<file path="config.mk">
export PLATFORM = sky130hd
export DESIGN_NAME = nbit_multiplier
export DESIGN_NICKNAME = d
export VERILOG_FILES = /design/src/rtl/nbit_multiplier.sv
export SDC_FILE = /design/constraint.sdc
export NUM_CORES = 1
export LEC_CHECK = 0
export CAP_MARGIN = 20
export CORE_ASPECT_RATIO = 0.7
export CORE_MARGIN = 2
export CORE_UTILIZATION = 45
export DETAILED_ROUTE_END_ITERATION = 7
export GPL_TIMING_DRIVEN = 0
export PLACE_DENSITY = 0.78
export SYNTH_ARGS = -nofsm -noshare
export SYNTH_HDL_FRONTEND = slang
export SYNTH_SLANG_ARGS = --single-unit
</file>
<file path="constraint.sdc">
create_clock -name clk -period 11.9 [get_ports clk]
set_clock_uncertainty 0.1 [all_clocks]
set_input_delay 1.19 -clock clk [delete_from_list [all_inputs] [get_ports clk]]
set_output_delay 1.19 -clock clk [all_outputs]
set_load 0.05 [all_outputs]
</file>
<file path="src/rtl/nbit_multiplier.sv">
// nbit_multiplier: unsigned m*q shown in decimal on 7-segment digits; optional macro LEADING_ZERO_BLANK_EN blanks leading zeros
module nbit_multiplier #(
  parameter int N = 4,
  parameter int DISPLAY_WIDTH = 3
) (
  input  logic                         clk,
  input  logic                         rst,
  input  logic [N-1:0]                 m,
  input  logic [N-1:0]                 q,
  output logic [7*DISPLAY_WIDTH-1:0]   displaySeg
);
  localparam int W = 2 * N;
  localparam int ND = (W * 30103) / 100000 + 1;
  localparam int NB = ND > DISPLAY_WIDTH ? ND : DISPLAY_WIDTH;
  localparam logic [6:0] BLANK = 7'b1111111;
  localparam logic [6:0] DASH = 7'b0111111;
  logic [W-1:0] p;
  logic [4*ND-1:0] bcd;
  logic [4*NB-1:0] digits;
  logic ovf;
  logic [3:0] dig;
  logic blank;
  logic [7*DISPLAY_WIDTH-1:0] seg_next;
`ifdef LEADING_ZERO_BLANK_EN
  logic lead;
`endif
  function automatic logic [6:0] seg7(input logic [3:0] d);
    case (d)
      4'd0: seg7 = 7'b1000000;
      4'd1: seg7 = 7'b1111001;
      4'd2: seg7 = 7'b0100100;
      4'd3: seg7 = 7'b0110000;
      4'd4: seg7 = 7'b0011001;
      4'd5: seg7 = 7'b0010010;
      4'd6: seg7 = 7'b0000010;
      4'd7: seg7 = 7'b1111000;
      4'd8: seg7 = 7'b0000000;
      4'd9: seg7 = 7'b0010000;
      default: seg7 = BLANK;
    endcase
  endfunction
  assign p = W'(m) * W'(q);
  // shift-add-3 conversion of the full-width product to packed BCD
  always_comb begin
    bcd = '0;
    for (int i = W - 1; i >= 0; i--) begin
      for (int d = 0; d < ND; d++)
        bcd[4*d +: 4] = bcd[4*d +: 4] >= 4'd5 ? bcd[4*d +: 4] + 4'd3 : bcd[4*d +: 4];
      bcd = {bcd[4*ND-2:0], p[i]};
    end
  end
  // pad BCD to cover the display and flag any nonzero digit beyond it
  always_comb begin
    digits = '0;
    digits[4*ND-1:0] = bcd;
    ovf = |(digits >> (4 * DISPLAY_WIDTH));
  end
  // per-digit encoding, scanning from the top so leading zeros can be tracked
  always_comb begin
    seg_next = '1;
    dig = '0;
    blank = 1'b0;
`ifdef LEADING_ZERO_BLANK_EN
    lead = 1'b1;
`endif
    for (int k = DISPLAY_WIDTH - 1; k >= 0; k--) begin
      dig = digits[4*k +: 4];
`ifdef LEADING_ZERO_BLANK_EN
      lead = lead && dig == 4'd0;
      blank = lead && k != 0;
`else
      blank = 1'b0;
`endif
      seg_next[7*k +: 7] = ovf ? DASH : blank ? BLANK : seg7(dig);
    end
  end
  // single output register; reset blanks every digit
  always_ff @(posedge clk)
    if (rst) displaySeg <= '1;
    else displaySeg <= seg_next;
endmodule

</file>
---- Word level (Yosys, flattened, before mapping) ----
Memory sizes are Yosys's and may differ from the RTL's. A register that Yosys moved wholly into a read port is not among the register bits.
Index checks and enable logic that the tools add are counted.
word-level totals
  bits in registers ....................... 0
  word-level logic and storage cells ...... 25
  memories kept ........................... 3
  output and inout port bits .............. 21
  memory bits (read-only) ................. 336
operators by class
  multiply operators ...................... 1
  multiplexer cells ....................... 7
  $add $sub $neg .......................... 7
  $lt $le $gt $ge ......................... 7
memories
  name              words  width  read ports  clocked after memory_dff  wr ports  line  RTL
  (name not given)  16     7      1           1                         0         28    case (d)
  (name not given)  16     7      1           1                         0         28
  (name not given)  16     7      1           1                         0         28
operator list
  operator                                                                              count
  4-bit two-way mux                                                                     7
  4-bit by 2-bit adder with 4-bit output (second input constant)                        5
  4-bit by 3-bit greater-or-equal comparator with 1-bit output (second input constant)  5
  3-bit by 2-bit adder with 4-bit output (second input constant)                        2
  4-bit by 4-bit multiplier with 8-bit output                                           1
  3-bit greater-or-equal comparator (second input constant)                             2

---- Logic depth before layout (Yosys ltp) ----
Gate-level depths: netlist (run 1).
  word-level depth ........................ 11
  mapped depth ............................ 42
  depth with buffers taken out ............ 41

---- Least setup slack after synthesis (run 1) ----
No wires, ideal clock.
  path kind ............................... in2reg
  start point ............................. input q[3]
  end point ............................... register displaySeg[12]
  required time ........................... 11.680 ns
  stages .................................. 40
  path slack .............................. 2.273 ns
  path buffers ............................ 1
  arrival time ............................ 9.407 ns
  library setup time ...................... 0.120 ns
  path through ............................ nand2_1 fa_1 inv_1 fa_1 inv_1 fa_1 nor2b_1 o22ai_1 xnor2_1 inv_1 ha_1 or2_2 o21a_1 nand2_1 xnor2_1 ha_1 nand2b_1 a21oi_1 [... 4 more ...] nand2b_1 a21oi_4 xnor2_1 ha_1 nor2b_1 nor2_1 nor3_2 nor2_1 inv_1 ha_1 clkbuf_1 a211oi_1 o21ai_0 nand2_1 ha_1 nand3b_1 and3_1 a211o_1
between the ends
  longest elaborated chain between the ends .. 11
  elaborated cells on any way between the ends .. 22
  classes of those cells .................. add/sub: 7; mul: 1; order compare: 7; mux: 7
RTL lines
  what                                                                                                                    line  RTL
  from (decl)                                                                                                             9     input logic [N-1:0] q,
  4-bit by 4-bit multiplier with 8-bit output *                                                                           42    assign p = W'(m) * W'(q);
  3-bit by 2-bit adder with 4-bit output or 3-bit greater-or-equal comparator (tied branches)                             48    bcd[4*d +: 4] = bcd[4*d +: 4] >= 4'd5 ? bcd[4*d +: 4] + 4'd3 : bcd[4*d +: 4];
  4-bit two-way mux                                                                                                       48
  4-bit by 2-bit adder with 4-bit output or 4-bit by 3-bit greater-or-equal comparator with 1-bit output (tied branches)  48
  4-bit two-way mux                                                                                                       48
  4-bit by 2-bit adder with 4-bit output or 4-bit by 3-bit greater-or-equal comparator with 1-bit output (tied branches)  48
  4-bit two-way mux                                                                                                       48
  4-bit by 2-bit adder with 4-bit output (tied with other cells)                                                          48
  4-bit two-way mux                                                                                                       48
  4-bit by 2-bit adder with 4-bit output or 4-bit by 3-bit greater-or-equal comparator with 1-bit output (tied branches)  48
  4-bit two-way mux                                                                                                       48
  to (decl)                                                                                                               10    output logic [7*DISPLAY_WIDTH-1:0] displaySeg
Every way passes the cells marked *; elsewhere a longest branch is shown, timed or not.

---- Worst setup path in the final report (run 1) ----
Same ends and word-level chain as after synthesis.

==> results.md, run 1 <==
- Antenna-violating nets left: 0
- Number of pins with negative max-slew slack in the final report: 0
- Number of clock sinks: 20
- Layer with the highest usage: met2
- CP startpoint kind: primary input
- Detailed-route DRC error count: 0
- CTS tree: done
- Via-to-Cell Ratio: 5.924
- Post-route clock period utilization: 93.62%
- Initial DRC count: 204
- Largest net degree at the start of global routing: 11
- CP arrival: 11.19 ns
- Number of primary I/O pins: 31
- Cell with the most instances after synthesis: ha_1
- Post-Layout Cell Count: 410
- Number of global-route vias before repair: 2258
- Fin nets: 381
- Root cell of the clock tree: clkbuf_8
- Number of failing setup endpoints in the final timing report: 0
- Largest registers: displaySeg x20
- Clock transition at the registers of the reported paths: 0.07 ns
- Initial standard-cell utilization of the core: 47.14%
- Max FO, Critical Path: 10
- Most area-hungry cell type in the Yosys netlist: dfxtp_1
- Largest incremental delay on the critical path: 0.56 ns
- CP Class: primary input to flip-flop
- Die X-Extent: 92.93 um
- Total negative setup slack: 0 ns
- Via count: 2429
- Std-Cell Core Area: 5285 um2
- Part of the Yosys area used for sequential elements: 16.07%
- GRT met2 Usage: 31.25%
- Main synth FF type: dfxtp_1
- M1 GR Usage: 29.03%
- Worst hold path depth: 1
- Total Routing Usage GR: 19.71%
- Fraction of synthesized cell area taken by the top area cell type: 16.07%
- Average footprint of a synthesized cell: 8.168 um2
- Number of enable flip-flop cells after synthesis: 0
- RSZ-0062 raised after global routing: false
- Actual slew at the worst max-slew pin: 0.9816 ns
- Number of antenna violations at the first check in global routing: 0
- Net count of the mapped netlist: 346
- Number of buffers inserted by port buffering: 30
- Layout overhead on the synthesized area: 17.93%
- Total inserted antenna cells: 0
- Avg WL per Cell: 13.82 um
- Chip Height: 66.25 um
- Die footprint: 6157 um2
- Maximum capacitance violations: 0
- Wire length of the first global-routing pass: 10.07 mm
- Slew margin rel.: 34.17%
- Endpoint type of the worst setup path: flip-flop
- Post-synth design cell area: 2491 um2
- Post-CTS Repair Setup Buffers: 0
- Most frequent cells after synthesis: 27 x ha_1, 25 x nor2_1, 24 x inv_1
- Dpl hpwl: 4.501 mm
- Final hold violation count: 0
- Worst min path class: primary input to flip-flop
- Deepest clock path buffer count: 2
- Total gr overflow: 0
- Final period demand of the worst path: 11.14 ns
- Highest-delay cell along the critical path: fa_1
- Max FFs per register: 20
- Library cell appearing most often on the critical path: ha_1
- Register name with the most flops: displaySeg
- Depth of the CTS H-tree: 1
- Core Rows: 22
- Async set or reset register ratio after synthesis: 0%
- TritonCTS buffer count: 3
- Share of the core filled with cells: 55.59%
- Flip-flop and latch count after synthesis: 20
- Met3 Usage GRT: 3.307%
- Number of unique standard cell types used by synthesis: 62
- Layout cell share with drive strength beyond 1: 9.172%
- Number of instances in the synthesized netlist: 305
- Routability cong.: 0.9166
- Number of detailed-routing iterations run before antenna repair: 5
- Count of placed standard cells including taps: 407
- Final wirelength: 5.668 mm
- Fmax: 0.08976 GHz
- Required time at the worst-slack endpoint: 11.95 ns
- Cell types with the largest area share after synthesis: dfxtp_1 16%, ha_1 14%, mux2i_1 4.8%
- Run status: finished, final reports clean
- Warnings, synthesis: 0
==> kinds of logic (layout without fill, tap and decap cells) <==
| logic type | Yosys count | in the layout | synth area share [%] |
|---|---|---|---|
| multiplexers | 20 | 20 | 8.739 |
| AO/OA/AOI/OAI | 88 | 88 | 27.93 |
| AND/OR/NAND/NOR | 112 | 112 | 23.91 |
| XOR/XNOR | 5 | 5 | 1.758 |
| adder cells (fa/ha/maj) | 31 | 31 | 16.78 |
| flip-flops | 20 | 20 | 16.07 |
| buffers and inverters | 29 | 62 | 4.822 |
==> cell type report <==
cell class | instances | area, um2
clock buffers | 3 | 41.29
inverters | 24 | 90.09
multi-input cells | 256 | 1986
repair buffers | 30 | 300.3
well taps | 72 | 90.09
fillers | 490 | 2347
flip-flops and latches | 20 | 400.4
plain buffers | 5 | 30.03
==> stage by stage <==
step           area, um2  setup slack (ns)  hold WS [ns]
3_3_place_gp        2882            0.5940         1.787
2_1_floorplan       2491             2.273         1.118
6_report            2938            0.7594         1.522
4_1_cts             2923            0.5811         1.522
3_5_place_dp        2882            0.3517         1.788
5_1_grt             2938           0.03985         1.533
==> per-layer routing <==
| layer | part of all wire, % | wire length, um |
|---|---|---|
| met5 | 0 | 0 |
| met4 | 0.34 | 19 |
| met3 | 6.8 | 388 |
| met2 | 43 | 2442 |
| met1 | 50 | 2817 |
==> placed cells by master (no fill, tap or decap), drive strengths merged, types with 4 or more instances in the layout <==
master,instances
fa,4
nand2,20
and3,6
xnor2,5
nand2b,8
nor3,7
a21oi,12
clkdlybuf4s50,30
and2,13
a2111oi,4
a31oi,8
a211o,4
inv,24
dfxtp,20
ha,27
o211ai,4
a211oi,7
o21ai,17
nor2b,5
nor2,25
nand3,10
a21o,5
mux2i,12
clkbuf,6
or2,6
mux2,8
==> critical path: cells and delay by family <==
family                   cells  cell delay (ns)
AND/OR/NAND/NOR             13             2.50
adder cells (fa/ha/maj)      9             3.19
multiplexers                 1             0.36
AO/OA/AOI/OAI                8             1.70
XOR/XNOR                     4             0.97
buffers and inverters        6             1.26
==> repair_timing <==
action                                  CTS  global route
endpoints found under the setup margin    0             3
hold buffers                              0             0
gates resized for setup                   0             2
==> worst paths after layout <==
| kind | slack [ns] | startpoint | endpoint |
|---|---|---|---|
| setup / recovery | 0.76 | q[3] | displaySeg[12] |
| hold / removal | 1.52 | rst | displaySeg[15] |
Power of run 1 is not shown: default switching activity piles up to over one toggle a cycle in this logic, so the estimate is an artifact.
==> inputs of run 2 (changes only) <==
--- a/config.mk
+++ b/config.mk
@@ -5,13 +5,13 @@
 export SDC_FILE = /design/constraint.sdc
 export NUM_CORES = 1
 export LEC_CHECK = 0
-export CAP_MARGIN = 20
 export CORE_ASPECT_RATIO = 0.7
 export CORE_MARGIN = 2
 export CORE_UTILIZATION = 45
 export DETAILED_ROUTE_END_ITERATION = 7
 export GPL_TIMING_DRIVEN = 0
 export PLACE_DENSITY = 0.78
+export SETUP_SLACK_MARGIN = 0.15
 export SYNTH_ARGS = -nofsm -noshare
 export SYNTH_HDL_FRONTEND = slang
 export SYNTH_SLANG_ARGS = --single-unit
==> run 2 against run 1 <==
Effect of this change: critical path depth unchanged; global-route usage stayed put; sequential share of layout area is essentially flat; core utilization about the same; cell count stayed put.
==> results.md, run 2 (synthesized netlist as in run 1, its figures left out) <==
- Total inserted antenna cells: 0
- Die X-Extent: 92.93 um
- Wire length of the first global-routing pass: 10.07 mm
- Number of pins with negative max-slew slack in the final report: 0
- Initial DRC count: 188
- Total Routing Usage GR: 19.71%
- Antenna-violating nets left: 0
- Layer with the highest usage: met2
- Number of buffers inserted by port buffering: 30
- Post-route clock period utilization: 92.97%
- GRT met2 Usage: 31.25%
- Chip Height: 66.25 um
- Register name with the most flops: displaySeg
- Fmax: 0.09039 GHz
- Actual slew at the worst max-slew pin: 0.9581 ns
- Root cell of the clock tree: clkbuf_8
- Via count: 2427
- Number of clock sinks: 20
- RSZ-0062 raised after global routing: false
- Layout cell share with drive strength beyond 1: 9.467%
- Via-to-Cell Ratio: 5.920
- TritonCTS buffer count: 3
- Core Rows: 22
- Deepest clock path buffer count: 2
- Depth of the CTS H-tree: 1
- Avg WL per Cell: 13.83 um
- Std-Cell Core Area: 5285 um2
- Endpoint type of the worst setup path: flip-flop
- Worst hold margin: 1.526 ns
- Met3 Usage GRT: 3.307%
- Clock transition at the registers of the reported paths: 0.07 ns
- Required time at the worst-slack endpoint: 11.95 ns
- Fin nets: 381
- Total gr overflow: 0
- Most common library cell in the layout ignoring fill and taps: clkdlybuf4s50_1
- Worst min path class: primary input to flip-flop
- Number of antenna violations at the first check in global routing: 0
- Commonest non-fill, non-tap cells in the layout: 30 x clkdlybuf4s50_1, 27 x ha_1, 25 x nor2_1
- Hold buffer count at CTS: 0
- Largest registers: displaySeg x20
- Top delay family on crit path: adder cells
- Library cell appearing most often on the critical path: ha_1
- Final wirelength: 5.671 mm
- Dpl hpwl: 4.501 mm
- Number of primary I/O pins: 31
- Highest-delay cell along the critical path: fa_1
- Detailed-route DRC error count: 0
- Share of the core filled with cells: 55.63%
- CP arrival: 11.11 ns
- CP Class: primary input to flip-flop
- Die footprint: 6157 um2
- Number of detailed-routing iterations run before antenna repair: 4
- Max FO, Critical Path: 10
- Worst setup slack after layout: 0.8362 ns
- Final period demand of the worst path: 11.06 ns
- M1 GR Usage: 29.03%
- Layout overhead on the synthesized area: 18.03%
- Largest incremental delay on the critical path: 0.56 ns
- CP startpoint kind: primary input
- Total negative setup slack: 0 ns
- Routability cong.: 0.9166
- DP Worst Slack: 0.3517 ns
- Maximum capacitance violations: 0
- Number of failing setup endpoints in the final timing report: 0
- Initial standard-cell utilization of the core: 47.14%
- Final hold violation count: 0
- Number of buffer and inverter instances along the worst setup path: 6
- Number of global-route vias before repair: 2258
- CTS tree: done
- Largest net degree at the start of global routing: 11
- Slew margin rel.: 35.74%
- Run status: finished, final reports clean
- Max FFs per register: 20
- Number of inserted filler cells in the final layout: 492
## run 2: cell counts in the layout (fill, tap and decap cells not counted)
No cell type changed its count.
## run 2: area by class of cell
class	instances	area, um2	area share (%)
buffer	5	30.03	1.021
clock buffer	3	41.29	1.404
inverter	24	90.09	3.064
multi-input combinational	256	1988	67.62
sequential	20	400.4	13.62
tap	72	90.09	3.064
timing repair buffer	30	300.3	10.21
## run 2: per-stage QoR
stage / instances / instance area (um2)
floorplan: 305 / 2491
global placement: 407 / 2882
detailed placement: 407 / 2882
CTS: 410 / 2923
global route: 410 / 2940
finish: 410 / 2940
## run 2: path summary, 6_finish.rpt
| check | startpoint | endpoint | slack, ns | cells past startpoint |
|---|---|---|---|---|
| max | q[3] | displaySeg[12] | 0.84 | 41 |
| min | rst | displaySeg[15] | 1.53 | 1 |
## run 2: timing repair
action | CTS | global route
endpoints found under the hold margin | 0 | 0
setup buffers | 0 | 0
setup endpoints to repair | 0 | 5
gates resized for setup | 0 | 3
## run 2: per-layer routing
metal	wire length [um]	part of all wire (%)
met1	2829	50
met2	2421	43
met3	384	6.8
met4	35	0.62
met5	0	0
Power of run 2 is left out for the same reason.
